===== src/rtl/uart_report_pkg.sv =====
// Shared definitions for the UART report sender: FSM encoding, ASCII bytes
// and fixed message lengths.
package uart_report_pkg;

    typedef enum logic [2:0] {
        ST_IDLE    = 3'd0,
        ST_LOAD    = 3'd1,
        ST_SEND    = 3'd2,
        ST_WAIT_HI = 3'd3,
        ST_WAIT_LO = 3'd4
    } state_t;

    localparam logic [7:0] ASC_H     = 8'h48;
    localparam logic [7:0] ASC_T     = 8'h54;
    localparam logic [7:0] ASC_D     = 8'h44;
    localparam logic [7:0] ASC_COLON = 8'h3A;
    localparam logic [7:0] ASC_SPACE = 8'h20;
    localparam logic [7:0] ASC_CR    = 8'h0D;
    localparam logic [7:0] ASC_LF    = 8'h0A;
    localparam logic [7:0] ASC_ZERO  = 8'h30;

    localparam int DHT_LEN = 11;
    localparam int SR_LEN  = 7;

    function automatic logic [7:0] bcd_to_ascii(input logic [3:0] d);
        return ASC_ZERO + {4'd0, d};
    endfunction

endpackage


===== src/rtl/uart_report_sender_bin_to_bcd.sv =====
// Combinational double-dabble: 9-bit binary to three BCD digits.
module bin_to_bcd (
    input  logic [8:0] bin,
    output logic [3:0] hundreds,
    output logic [3:0] tens,
    output logic [3:0] ones
);

    logic [20:0] sh;

    always_comb begin
        sh = {12'd0, bin};
        for (int i = 0; i < 9; i++) begin
            if (sh[12:9] >= 4'd5)  sh[12:9]  = sh[12:9]  + 4'd3;
            if (sh[16:13] >= 4'd5) sh[16:13] = sh[16:13] + 4'd3;
            if (sh[20:17] >= 4'd5) sh[20:17] = sh[20:17] + 4'd3;
            sh = {sh[19:0], 1'b0};
        end
        hundreds = sh[20:17];
        tens     = sh[16:13];
        ones     = sh[12:9];
    end

endmodule


===== src/rtl/uart_report_sender.sv =====
// Captures DHT11/SR04 results and streams them to uart_tx as fixed-width
// ASCII report lines ("H:hh T:tt\r\n", "D:ddd\r\n").
module uart_report_sender
    import uart_report_pkg::*;
#(
    parameter int DIST_W  = 9,
    parameter int MAX_DEC = 99
) (
    input  logic              clk,
    input  logic              rst,
    input  logic              report_en,
    input  logic              dht11_done,
    input  logic [7:0]        humidity,
    input  logic [7:0]        temperature,
    input  logic              sr04_done,
    input  logic [DIST_W-1:0] distance,
    input  logic              tx_busy,
    output logic              tx_start,
    output logic [7:0]        tx_data,
    output logic              sender_busy,
    output logic [2:0]        fsm_state
);

    // Handshake with uart_tx: tx_start is a one-cycle request issued only while
    // tx_busy=0; uart_tx accepts by raising tx_busy, and the byte is finished
    // when tx_busy falls. tx_data is written only in LOAD, so it holds until then.

    state_t state, state_next;

    logic              pend_dht, pend_sr;
    logic [7:0]        buf_h, buf_t;
    logic [DIST_W-1:0] buf_d;

    logic              act_dht;
    logic [7:0]        act_h, act_t;
    logic [DIST_W-1:0] act_d;
    logic [3:0]        idx, last_idx;

    logic dht_trig, sr_trig, take_dht, take_sr;
    logic [7:0] h_clamp, t_clamp, cur_byte;
    logic [3:0] h_hun, h_ten, h_one, t_hun, t_ten, t_one, d_hun, d_ten, d_one;
    logic       unused_hundreds;

    assign dht_trig = report_en & dht11_done;
    assign sr_trig  = report_en & sr04_done;
    assign take_dht = (state == ST_IDLE) & pend_dht;
    assign take_sr  = (state == ST_IDLE) & ~pend_dht & pend_sr;

    assign last_idx    = act_dht ? 4'(DHT_LEN - 1) : 4'(SR_LEN - 1);
    assign sender_busy = (state != ST_IDLE) | pend_dht | pend_sr;
    assign fsm_state   = state;

    // Two-digit fields saturate, so the converter's hundreds digit is always 0.
    assign h_clamp = (act_h > 8'(MAX_DEC)) ? 8'(MAX_DEC) : act_h;
    assign t_clamp = (act_t > 8'(MAX_DEC)) ? 8'(MAX_DEC) : act_t;
    assign unused_hundreds = ^{h_hun, t_hun};

    bin_to_bcd u_bcd_h (.bin({1'b0, h_clamp}), .hundreds(h_hun), .tens(h_ten), .ones(h_one));
    bin_to_bcd u_bcd_t (.bin({1'b0, t_clamp}), .hundreds(t_hun), .tens(t_ten), .ones(t_one));
    bin_to_bcd u_bcd_d (.bin(9'(act_d)),       .hundreds(d_hun), .tens(d_ten), .ones(d_one));

    always_comb begin
        cur_byte = ASC_SPACE;
        if (act_dht) begin
            case (idx)
                4'd0:    cur_byte = ASC_H;
                4'd1:    cur_byte = ASC_COLON;
                4'd2:    cur_byte = bcd_to_ascii(h_ten);
                4'd3:    cur_byte = bcd_to_ascii(h_one);
                4'd4:    cur_byte = ASC_SPACE;
                4'd5:    cur_byte = ASC_T;
                4'd6:    cur_byte = ASC_COLON;
                4'd7:    cur_byte = bcd_to_ascii(t_ten);
                4'd8:    cur_byte = bcd_to_ascii(t_one);
                4'd9:    cur_byte = ASC_CR;
                default: cur_byte = ASC_LF;
            endcase
        end else begin
            case (idx)
                4'd0:    cur_byte = ASC_D;
                4'd1:    cur_byte = ASC_COLON;
                4'd2:    cur_byte = bcd_to_ascii(d_hun);
                4'd3:    cur_byte = bcd_to_ascii(d_ten);
                4'd4:    cur_byte = bcd_to_ascii(d_one);
                4'd5:    cur_byte = ASC_CR;
                default: cur_byte = ASC_LF;
            endcase
        end
    end

    always_comb begin
        state_next = state;
        tx_start   = 1'b0;
        case (state)
            ST_IDLE:    if (pend_dht | pend_sr) state_next = ST_LOAD;
            ST_LOAD:    state_next = ST_SEND;
            ST_SEND: begin
                if (!tx_busy) begin
                    tx_start   = 1'b1;
                    state_next = ST_WAIT_HI;
                end
            end
            ST_WAIT_HI: if (tx_busy) state_next = ST_WAIT_LO;
            ST_WAIT_LO: begin
                if (!tx_busy) state_next = (idx == last_idx) ? ST_IDLE : ST_LOAD;
            end
            default:    state_next = ST_IDLE;
        endcase
    end

    always_ff @(posedge clk) begin
        if (rst) begin
            state    <= ST_IDLE;
            pend_dht <= 1'b0;
            pend_sr  <= 1'b0;
            buf_h    <= '0;
            buf_t    <= '0;
            buf_d    <= '0;
            act_dht  <= 1'b0;
            act_h    <= '0;
            act_t    <= '0;
            act_d    <= '0;
            idx      <= '0;
            tx_data  <= 8'h00;
        end else begin
            state <= state_next;

            // A trigger in the same cycle as the take re-queues the request.
            if (dht_trig) begin
                buf_h    <= humidity;
                buf_t    <= temperature;
                pend_dht <= 1'b1;
            end else if (take_dht) begin
                pend_dht <= 1'b0;
            end

            if (sr_trig) begin
                buf_d   <= distance;
                pend_sr <= 1'b1;
            end else if (take_sr) begin
                pend_sr <= 1'b0;
            end

            if (take_dht) begin
                act_dht <= 1'b1;
                act_h   <= buf_h;
                act_t   <= buf_t;
            end else if (take_sr) begin
                act_dht <= 1'b0;
                act_d   <= buf_d;
            end

            if (state == ST_LOAD) tx_data <= cur_byte;

            if (state == ST_WAIT_LO && !tx_busy)
                idx <= (idx == last_idx) ? 4'd0 : idx + 4'd1;
        end
    end

endmodule

===== config.mk =====
export PLATFORM = sky130hd
export DESIGN_NAME = uart_report_sender
export DESIGN_NICKNAME = d
export VERILOG_FILES = /design/src/rtl/uart_report_pkg.sv /design/src/rtl/uart_report_sender_bin_to_bcd.sv /design/src/rtl/uart_report_sender.sv
export SDC_FILE = /design/constraint.sdc
export NUM_CORES = 1
export LEC_CHECK = 0
export ABC_AREA = 1
export CAP_MARGIN = 30
export CORE_ASPECT_RATIO = 1.4
export CORE_MARGIN = 1
export CORE_UTILIZATION = 40
export CTS_BUF_LIST = sky130_fd_sc_hd__clkbuf_8
export DETAILED_ROUTE_END_ITERATION = 8
export GPL_TIMING_DRIVEN = 0
export SETUP_SLACK_MARGIN = 0.4
export SYNTH_ARGS = -nofsm -noshare
export SYNTH_HDL_FRONTEND = slang
export SYNTH_SLANG_ARGS = --single-unit

===== constraint.sdc =====
create_clock -name clk -period 5.9 [get_ports clk]
set_input_delay 1.77 -clock clk [delete_from_list [all_inputs] [get_ports clk]]
set_output_delay 1.77 -clock clk [all_outputs]
set_load 0.05 [all_outputs]

=== Yosys cells after proc, flatten, opt, wreduce, memory -nomap -nowiden ===
Index checks and enable logic that the tools add are counted.
W data, S select, Z words.

* Output and inout bits: 13
* Bits in writable memories: 0
* ROM bits: 0
* Latch bits: 0
* Memories: 0
* Word-level logic and storage cells: 162
* Register bits: 68

* Multiply operators: 0
* Eq/ne operators: 18
* Reduce and logical (&&, ||, !) cells: 11
* Shift operators: 0
* Divide/modulo/power cells: 0
* Add/subtract/negate cells: 35
* Bitwise operators: 10
* $lt $le $gt $ge: 29
* Muxes and demuxes: 47

{| class="wikitable"
|+ Operator list
! cell !! number
|-
| $mux W4 || 23
|-
| $ge A4 B3 Y1 const B || 21
|-
| $add A4 B2 Y4 const B || 17
|-
| $pmux W7 S9 || 1
|-
| $add A6 B4 Y7 const A || 6
|-
| $pmux W7 S6 || 1
|-
| $mux W3 || 10
|-
| $mux W8 || 3
|-
| $add A3 B2 Y3 const B || 6
|-
| $eq A4 B3 Y1 const B || 4
|-
| $gt A8 B7 Y1 const B || 2
|-
| $pmux W3 S5 || 1
|-
| $ge A3 B3 Y1 const B || 4
|-
| $add A3 B2 Y4 const B || 2
|-
| $eq A4 B2 Y1 const B || 2
|-
| $eq A4 B4 Y1 const B || 2
|-
| $mux W1 || 8
|-
| $add A6 B3 Y7 const A || 1
|-
| $add A2 B2 Y3 const B || 2
|-
| $eq A3 B2 Y1 const B || 2
|-
| $ge A2 B3 Y1 const B || 2
|-
| $ne A2 B2 Y1 const B || 3
|-
| $reduce_bool A2 Y1 || 3
|-
| $and A1 B1 Y1 || 5
|-
| 16 further kinds || 19
|}

=== Longest topological paths before layout ===
Gate-level depths: netlist of run 1.

* Depth after elaboration: 17
* Mapped depth: 47

=== Hierarchy ===
From an unflattened synthesis of run 1, not the netlist that was laid out.

* Cells, all modules: 1,060
* Area, all modules: 6,426.2 µm²

{| class="wikitable"
|+ By module, submodules not included
! module !! cells an instance !! area each (µm²) !! instances !! sequential area each (µm²)
|-
| bin_to_bcd || 202 || 1,136.1 || 3 || 0.0
|-
| uart_report_sender || 454 || 3,017.9 || 1 || 1,341.3
|}

=== Least setup slack after synthesis of run 1 ===
No wires, ideal clock.

* Path type: reg-to-reg
* From: reg act_d[7]
* To: reg tx_data[2]
* Arrival: 4.836 ns
* Setup slack: 0.942 ns
* Stages on the path, launching flop included: 45
* Required time: 5.778 ns
* Clock period less this slack: 4.958 ns
* Path through: dfxtp_1 > inv_1 > ha_1 > nand2_1 > nand3_1 > nand2_1 > ha_1 > inv_1 > or2_2 > nand3_2 > nand2_2 > nand2_1 > nand2_1 > ha_1 > inv_1 > nor2_1 > inv_1 > nand3_2 > [9 not listed] > nand2_1 > ha_1 > or2_2 > nand3_2 > nand2_2 > nand2_1 > nand2_1 > ha_1 > inv_1 > nor2_1 > inv_1 > nand3_2 > a21boi_1 > nor2_1 > nor2_1 > nand2_1 > nand2_1 > a21oi_2

* Word-level cells in the longest chain between the ends: 15
* Elaborated cells on any way between the ends: 32
* Those cells by class: add/sub: 12; order compare: 9; mux: 11

{| class="wikitable"
|+ RTL lines
! item !! RTL line !! source
|-
| start, declared || uart_report_sender.sv:36 || <nowiki>logic [DIST_W-1:0] act_d;</nowiki>
|-
| start signal, assigned || uart_report_sender.sv:150 || <nowiki>act_d <= buf_d;</nowiki>
|-
| $add A3 B2 Y4 / $ge A3 B3 Y1 (equally long branches) || uart_report_sender_bin_to_bcd.sv:14 || <nowiki>if (sh[12:9] >= 4'd5) sh[12:9] = sh[12:9] + 4'd3;</nowiki>
|-
| $mux W4 * || uart_report_sender_bin_to_bcd.sv:14 ||
|-
| $add A4 B2 Y4 / $ge A4 B3 Y1 (equally long branches) || uart_report_sender_bin_to_bcd.sv:14 ||
|-
| $mux W4 || uart_report_sender_bin_to_bcd.sv:14 ||
|-
| $ge A4 B3 Y1 / $add A4 B2 Y4 (equally long branches) || uart_report_sender_bin_to_bcd.sv:14 ||
|-
| $mux W4 || uart_report_sender_bin_to_bcd.sv:14 ||
|-
| $add A4 B2 Y4, or another cell as far along || uart_report_sender_bin_to_bcd.sv:14 ||
|-
| $mux W4 (on tied branches) || uart_report_sender_bin_to_bcd.sv:14, uart_report_sender_bin_to_bcd.sv:15 ||
|-
| $add A4 B2 Y4, or another cell as far along || uart_report_sender_bin_to_bcd.sv:14 ||
|-
| $mux W4 (on tied branches) || uart_report_sender_bin_to_bcd.sv:14, uart_report_sender_bin_to_bcd.sv:15 ||
|-
| $add A4 B2 Y4, or another cell as far along || uart_report_sender_bin_to_bcd.sv:14 ||
|-
| $mux W4 (on tied branches) || uart_report_sender_bin_to_bcd.sv:14, uart_report_sender_bin_to_bcd.sv:15 ||
|-
| $add A6 B4 Y7 / $add A6 B3 Y7 (equally long branches) || uart_report_pkg.sv:26 || <nowiki>return ASC_ZERO + {4'd0, d};</nowiki>
|-
| $pmux W7 S6 * || uart_report_sender.sv:79 || <nowiki>case (idx)</nowiki>
|-
| $mux W8 * || uart_report_sender.sv:64 || <nowiki>if (act_dht) begin</nowiki>
|-
| end signal, assigned || uart_report_sender.sv:153 || <nowiki>if (state == ST_LOAD) tx_data <= cur_byte;</nowiki>
|-
| end, declared || uart_report_sender.sv:19 || <nowiki>output logic [7:0] tx_data,</nowiki>
|}

Mark *: on every way between the ends. The rest lies on a longest branch, timed or not.
A chain may end at the register's enable or synchronous reset.

=== Final worst setup path of run 1 ===
* From: reg act_d[7]
* To: reg tx_data[1]

Same word-level chain as after synthesis.

==> results.sh, run 1 <==
export IMPL_status="complete, no violations"
export IMPL_yosysSeqAreaShare_pct=25.4
export IMPL_cpMaxStageDelayCell="dfxtp_4"
export IMPL_dp_hpwl_mm=10.4
export IMPL_die_area_mm2=0.0137
export IMPL_fillers=1354
export IMPL_vias=5260
export IMPL_fin_crit_ps=5150
export IMPL_p_sw_share_pct=48.3
export IMPL_synth_edf_count=0
export IMPL_core_area_mm2=0.0129
export IMPL_synth_compound_area_share_pct=18.0
export IMPL_grt_pass1_vias=5011
export IMPL_htreeDepth=3
export IMPL_grt_pass1_wl_mm=21.6
export IMPL_internal_power_uw=1320
export IMPL_drive_gt1_share_pct=14.7
export IMPL_globalplace_congestion=0.893
export IMPL_seq_area_mm2=0.00135
export IMPL_clk_latency_ps=350
export IMPL_finalNonFillerCells=1050
export IMPL_syn_to_final_growth_pct=19.4
export IMPL_tns_ps=0
export IMPL_fp_dieH_um=138
export IMPL_path_max_fanout=5
export IMPL_synthMuxAreaShare_pct=0
export IMPL_finalSetupViolCount=0
export IMPL_synthAdderAreaFrac_pct=9.46
export IMPL_combPwrFrac_pct=62.4
export IMPL_cts_buffers=9
export IMPL_initial_core_util_pct=41.1
export IMPL_cts_tree="done"
export IMPL_antenna_cells=0
export IMPL_period_share_pct=87.2
export IMPL_die_w_um=99.2
export IMPL_ys_seq_elements=67
export IMPL_p_leak_uw=0.00307
export IMPL_hold_viol=0
export IMPL_sequentialPowerShare_pct=21.5
export IMPL_drt_total_wl_mm=12.8
export IMPL_design_area_mm2=0.00631
export IMPL_hold_class="flop to flop"
export IMPL_fin_total_pwr_uw=2560
export IMPL_synth_xor_area_share_pct=0.970
export IMPL_cp_arrival_ps=5420
export IMPL_cp_start_kind="flop"
export IMPL_clock_path_buffers=2
export IMPL_ant_nets=0
export IMPL_finalNetCount=963
export IMPL_pin_count=44
export IMPL_rsz0062_at_grt="false"
export IMPL_report_final_slew_viol_count=0
export IMPL_crit_path_end_kind="flop"
export IMPL_io_buffers=41
export IMPL_path_common_cell="nand2_2"
export IMPL_drtIter0Drc=131
export IMPL_yosysUniqueCellTypes=43
export IMPL_rows=49
export IMPL_placed_cells=1026
export IMPL_vias_per_cell=5.01
export IMPL_p_per_area_mw_per_mm2=405
export IMPL_synth_top_family_by_area="simple AND/OR/NAND/NOR gates"
export IMPL_cts_clk_slew_worst_paths_ps=70
export IMPL_grt_ovfl_total=0
export IMPL_max_freq_mhz=194
export IMPL_synth_main_ff_cell="dfxtp_1"
export IMPL_cp_required_ps=6180
export IMPL_avgSynthCellArea_um2=6.39
export IMPL_first_pass_iters=4
export IMPL_placed_area_mm2=0.00591
export IMPL_utilization_pct=49.0
export IMPL_grt_use_total_pct=19.5
export IMPL_wire_per_inst_um=12.2
export IMPL_path_class="flop to flop"
export IMPL_grt_max_degree=12
export IMPL_cpPeakStageDelay_ps=370
export IMPL_drc=0
export IMPL_multiInputGateArea_mm2=0.00360
export IMPL_clock_sinks=67
export IMPL_clkPwrFrac_pct=16.1
export IMPL_yosys_area_share_simple_pct=36.8
export IMPL_async_reset_ff_share_pct=0
export IMPL_synthCells=828
export IMPL_maxCapViolations=0
export IMPL_tightest_slew_ps=914
export IMPL_syn_area_mm2=0.00529
export IMPL_antenna_found_initial=0
export IMPL_cts_root_buffer="clkbuf_8"
export IMPL_irDropWorstVdd_v=0.000189
export IMPL_cts_hold_buffers=0
export IMPL_max_slew_margin_pct=38.6
export IMPL_switching_power_uw=1240
export IMPL_finalClockSkew_ps=11.8
export IMPL_ys_warn_count=0
## flip-flops by register name, summed over array words and instances (netlist names)
register,count
act_d,9
buf_d,9
act_h,8
act_t,8
buf_h,8
buf_t,8
tx_data,7
idx,4
fsm_state,3
act_dht,1
pend_dht,1
pend_sr,1
## per-layer routing
| layer | wire (µm) | GRT usage [%] |
|---|---|---|
| met5 | 0 | 0 |
| met4 | 259 | 5.88 |
| met3 | 363 | 3.19 |
| met2 | 6950 | 39.3 |
| met1 | 5240 | 19.9 |
## logic make-up (layout without fill, tap and decap cells)
family          count (synthesis)  after routing
fa+ha+maj                      40             40
compound gates                159            159
buf+inv                       131            196
other cells                     1              5
simple gates                  425            425
flops                          67             67
xor+xnor                        5              5
## power groups by stage
stage,Combinational [µW],Clock (µW),Sequential [µW]
final,1600,412,550
after floorplan,1150,0,627
after global placement,1510,0,559
after detailed placement,1520,0,560
after global routing,1840,439,559
after CTS,1540,420,549
## through the flow
stage          hold WS (ps)  worst slack [ps]
3_3_place_gp            447               364
4_1_cts                 461               448
2_1_floorplan           425               942
3_5_place_dp            452               315
6_report                457               753
5_1_grt                 483               374
## critical path: cells and delay by family (launching register included)
kind / cells / cell delay (ps)
AOI/OAI and AO/OA: 1 / 110
adders and majority gates: 6 / 1050
DFF: 1 / 370
buffers and inverters: 7 / 360
and+or+nand+nor: 31 / 3190
## worst paths after layout
path         cells after the start  slack, ps         end  startpoint
max                             45        750  tx_data[1]    act_d[7]
min                              2        460    act_h[0]    act_h[0]
max reg2reg                     45        750  tx_data[1]    act_d[7]
min reg2reg                      2        460    act_h[0]    act_h[0]
## cells in the mapped netlist (2+ instances only)
cell | instances | area, µm²
nand2_2 | 32 | 200
or2_2 | 8 | 50.1
ha_1 | 40 | 500
o21ai_1 | 6 | 30.0
a31oi_1 | 3 | 18.8
nand3b_1 | 3 | 22.5
nand4_1 | 7 | 43.8
o21bai_1 | 2 | 15.0
inv_1 | 105 | 394
a21oi_2 | 3 | 26.3
inv_2 | 8 | 30.0
nor3_1 | 5 | 25.0
o21ai_0 | 60 | 300
xnor2_1 | 2 | 17.5
dfxtp_1 | 67 | 1340
nand3_1 | 75 | 375
o21ai_2 | 12 | 105
xor2_1 | 2 | 17.5
o211ai_1 | 7 | 52.6
nand3_2 | 15 | 150
a21oi_1 | 54 | 270
nand2_1 | 176 | 661
o21ai_4 | 2 | 32.5
nor2_1 | 99 | 372
and2_1 | 2 | 12.5
clkbuf_1 | 15 | 56.3
clkinv_1 | 2 | 7.51
## cells in the final DEF (no fill, tap or decap), types with 3 or more instances in the layout
| cell | count |
|---|---|
| nand2_1 | 165 |
| inv_1 | 106 |
| nor2_1 | 98 |
| nand3_1 | 75 |
| dfxtp_1 | 65 |
| o21ai_0 | 60 |
| a21oi_1 | 54 |
| nand2_2 | 42 |
| clkdlybuf4s50_1 | 41 |
| ha_1 | 33 |
| clkbuf_1 | 15 |
| nand3_2 | 12 |
| o21ai_2 | 11 |
| inv_2 | 9 |
| buf_4 | 9 |
| clkbuf_8 | 9 |
| or2_2 | 7 |
| nand4_1 | 7 |
| o211ai_1 | 7 |
| o21ai_1 | 6 |
| nor3_1 | 5 |
| conb_1 | 5 |
| ha_4 | 4 |
| a31oi_1 | 3 |
| o21ai_4 | 3 |
| nand3_4 | 3 |
| nand3b_1 | 3 |
| a21oi_2 | 3 |
| ha_2 | 3 |
## layout make-up
class                      instances  share of cell area (%)
multi-input combinational        634                    57.0
sequential                        67                    21.3
timing repair buffer              49                    7.45
inverter                         115                    6.84
tap                              153                    3.03
clock buffer                       9                    1.96
clock inverter                     7                    1.35
buffer                            16                    1.01
## what timing repair did
item	in CTS	in global routing
endpoints found under the setup margin	3	4
pin swaps	0	12
gates resized for setup	6	28
setup buffers	0	8
Note: power is estimated with default switching activity, not from simulation.
==> run 2: changes to the inputs <==
Settings changed: ABC_AREA 1 to default.
==> results.sh, run 2 <==
export IMPL_rsz0062_at_grt="true"
export IMPL_fillers=1543
export IMPL_synth_common_cells="155 x nand2_1, 98 x a21oi_1, 67 x dfxtp_1"
export IMPL_async_reset_ff_share_pct=0
export IMPL_hold_class="flop to flop"
export IMPL_syn_to_final_growth_pct=24.1
export IMPL_globalplace_congestion=0.897
export IMPL_placed_cells=1085
export IMPL_synth_most_common_cell="nand2_1"
export IMPL_grt_use_total_pct=21.6
export IMPL_cp_start_kind="flop"
export IMPL_r2r_cells=32
export IMPL_yosysUniqueCellTypes=100
export IMPL_synthTopCellsByArea="dfxtp_1 22%, nand2_1 9.5%, ha_1 8.2%"
export IMPL_p_per_area_mw_per_mm2=186
export IMPL_initial_core_util_pct=40.8
export IMPL_r2r_end="tx_data[1]"
export IMPL_cp_required_ps=6140
export IMPL_grt_pass1_vias=5922
export IMPL_finalNonFillerCells=1126
export IMPL_irDropWorstVdd_v=0.000170
export IMPL_ant_nets=0
export IMPL_cts_buffers=9
export IMPL_wire_per_inst_um=15.0
export IMPL_clk_latency_ps=350
export IMPL_fin_total_pwr_uw=1410
export IMPL_drtIter0Drc=313
export IMPL_syn_area_mm2=0.00612
export IMPL_die_area_mm2=0.0158
export IMPL_fin_crit_ps=5480
export IMPL_tightest_slew_ps=857
export IMPL_path_max_fanout=5
export IMPL_layout_common_cells="154 x nand2_1, 96 x a21oi_1, 66 x dfxtp_1, 49 x nor2_1, 42 x clkdlybuf4s50_1"
export IMPL_tns_ps=0
export IMPL_grt_ovfl_total=0
export IMPL_synth_main_ff_cell="dfxtp_1"
export IMPL_io_buffers=42
export IMPL_yosys_area_top_type="dfxtp_1"
export IMPL_vias=6240
export IMPL_drive_gt1_share_pct=15.2
export IMPL_holdPathEnd="act_h[3]"
export IMPL_p_leak_uw=0.00270
export IMPL_htreeDepth=3
export IMPL_drt_total_wl_mm=16.9
export IMPL_path_delay_family="compound AO/OA/AOI/OAI gates"
export IMPL_max_freq_mhz=183
export IMPL_pin_count=44
export IMPL_period_share_pct=92.8
export IMPL_finalClockSkew_ps=17.9
export IMPL_grt_max_degree=14
export IMPL_ys_warn_count=0
export IMPL_hold_viol=0
export IMPL_report_final_slew_viol_count=0
export IMPL_avgSynthCellArea_um2=7.23
export IMPL_antenna_cells=0
export IMPL_cts_root_buffer="clkbuf_8"
export IMPL_yosysSeqAreaShare_pct=21.9
export IMPL_die_w_um=107
export IMPL_core_area_mm2=0.0150
export IMPL_antenna_found_initial=0
export IMPL_grt_pass1_wl_mm=27.7
export IMPL_dp_hpwl_mm=13.2
export IMPL_cp_arrival_ps=5710
export IMPL_synth_top_cell_area_share_pct=21.9
export IMPL_vias_per_cell=5.54
export IMPL_status="complete, no violations"
export IMPL_clock_sinks=67
export IMPL_crit_path_end_kind="flop"
export IMPL_place_ws_ps=-334
export IMPL_finalSetupViolCount=0
export IMPL_cts_clk_slew_worst_paths_ps=90
export IMPL_hold_start="buf_h[3]"
export IMPL_synthCells=846
export IMPL_reg_largest_list="act_d x9, buf_d x9"
export IMPL_r2r_start="act_d[7]"
export IMPL_rows=53
export IMPL_first_pass_iters=7
export IMPL_layout_setup_ws_ps=424
export IMPL_finalNetCount=1000
export IMPL_max_slew_margin_pct=42.5
export IMPL_maxCapViolations=0
export IMPL_ys_seq_elements=67
export IMPL_path_class="flop to flop"
export IMPL_drc=0
export IMPL_cp_num_buf_inv=5
export IMPL_cpMaxStageDelayCell="a2111oi_4"
export IMPL_clock_path_buffers=2
export IMPL_reg2reg_slack_ps=420
export IMPL_fp_dieH_um=148
export IMPL_cts_tree="done"
export IMPL_cpPeakStageDelay_ps=380
export IMPL_min_delay_path_depth=2
export IMPL_synth_edf_count=0
export IMPL_final_common_cell="nand2_1"
export IMPL_cts_hold_buffers=0
[run 2: cell count changes after synthesis, sizes merged, moves of 27 or more]
cell	before	now
o21ai	80	34
nand3	90	28
nand2	208	156
nor2	99	50
inv	113	35
nand2b	0	27
a21oi	57	100
[run 2: metrics by stage]
step | cell area [µm²] | hold WS, ps | utilization [%]
detailed placement | 6980 | 447 | 46.5
finish | 7590 | 457 | 50.6
floorplan | 6310 | 432 | -
global route | 7590 | 479 | 50.6
CTS | 7390 | 459 | 49.3
global placement | 6970 | 442 | 46.5
[run 2: logic make-up after synthesis]
family | share of synthesized area [%]
buffers and inverters | 5.59
xor gates and xnor gates | 3.42
and+or+nand+nor | 29.2
AOI/OAI and AO/OA | 28.6
adders and majority gates | 8.18
other | 0.0613
DFF | 21.9
muxes | 3.03
[run 2: repair_timing]
| item | CTS | global route |
|---|---|---|
| setup endpoints to repair | 4 | 4 |
| buffers inserted | 16 | 9 |
| pin swaps | 15 | 14 |
| gates cloned | 0 | 0 |
| resized for setup | 19 | 22 |
[run 2: worst register-to-register path: cells and delay by family (launching register included)]
kind,cells,cell delay [ps]
xor gates and xnor gates,3,410
adders and majority gates,6,1170
buffers and inverters,5,450
and+or+nand+nor,7,960
DFF,1,340
muxes,1,290
AOI/OAI and AO/OA,10,1760
[run 2: cell type report]
cell class	instances	area [µm²]	share of cell area, %
plain buffers	47	216	2.85
clock buffers	10	138	1.81
clock inverters	6	48.8	0.643
inverters	36	140	1.85
multi-input cells	700	4850	63.9
flip-flops and latches	67	1340	17.7
well taps	192	240	3.17
repair buffers	68	613	8.08
[run 2: report_power, final]
part | internal, µW | switching, µW | leakage, µW
Combinational | 203 | 342 | 0.00207
Sequential | 484 | 22.6 | 0.000545
Clock | 167 | 190 | 0.0000855
Total | 854 | 555 | 0.00270
[run 2: worst max path at each step]
stage / from / end / slack (ps) / cells past startpoint
6_report: act_d[7] / tx_data[1] / 420 / 32
5_1_grt: act_d[7] / tx_data[2] / 80 / 32
3_3_place_gp: act_d[7] / tx_data[1] / -290 / 31
3_5_place_dp: act_d[7] / tx_data[1] / -330 / 31
2_1_floorplan: act_d[7] / tx_data[2] / 410 / 32
4_1_cts: act_d[7] / tx_data[1] / 390 / 32
[run 2: layer usage]
metal  vias up  share of wire (%)  global-route usage [%]
met5         -                  0                       0
met4         0                3.0                    8.15
met3        32                2.1                    2.85
met2        93                 53                    41.0
met1      2899                 42                    24.0
li1       3216                  -                       -
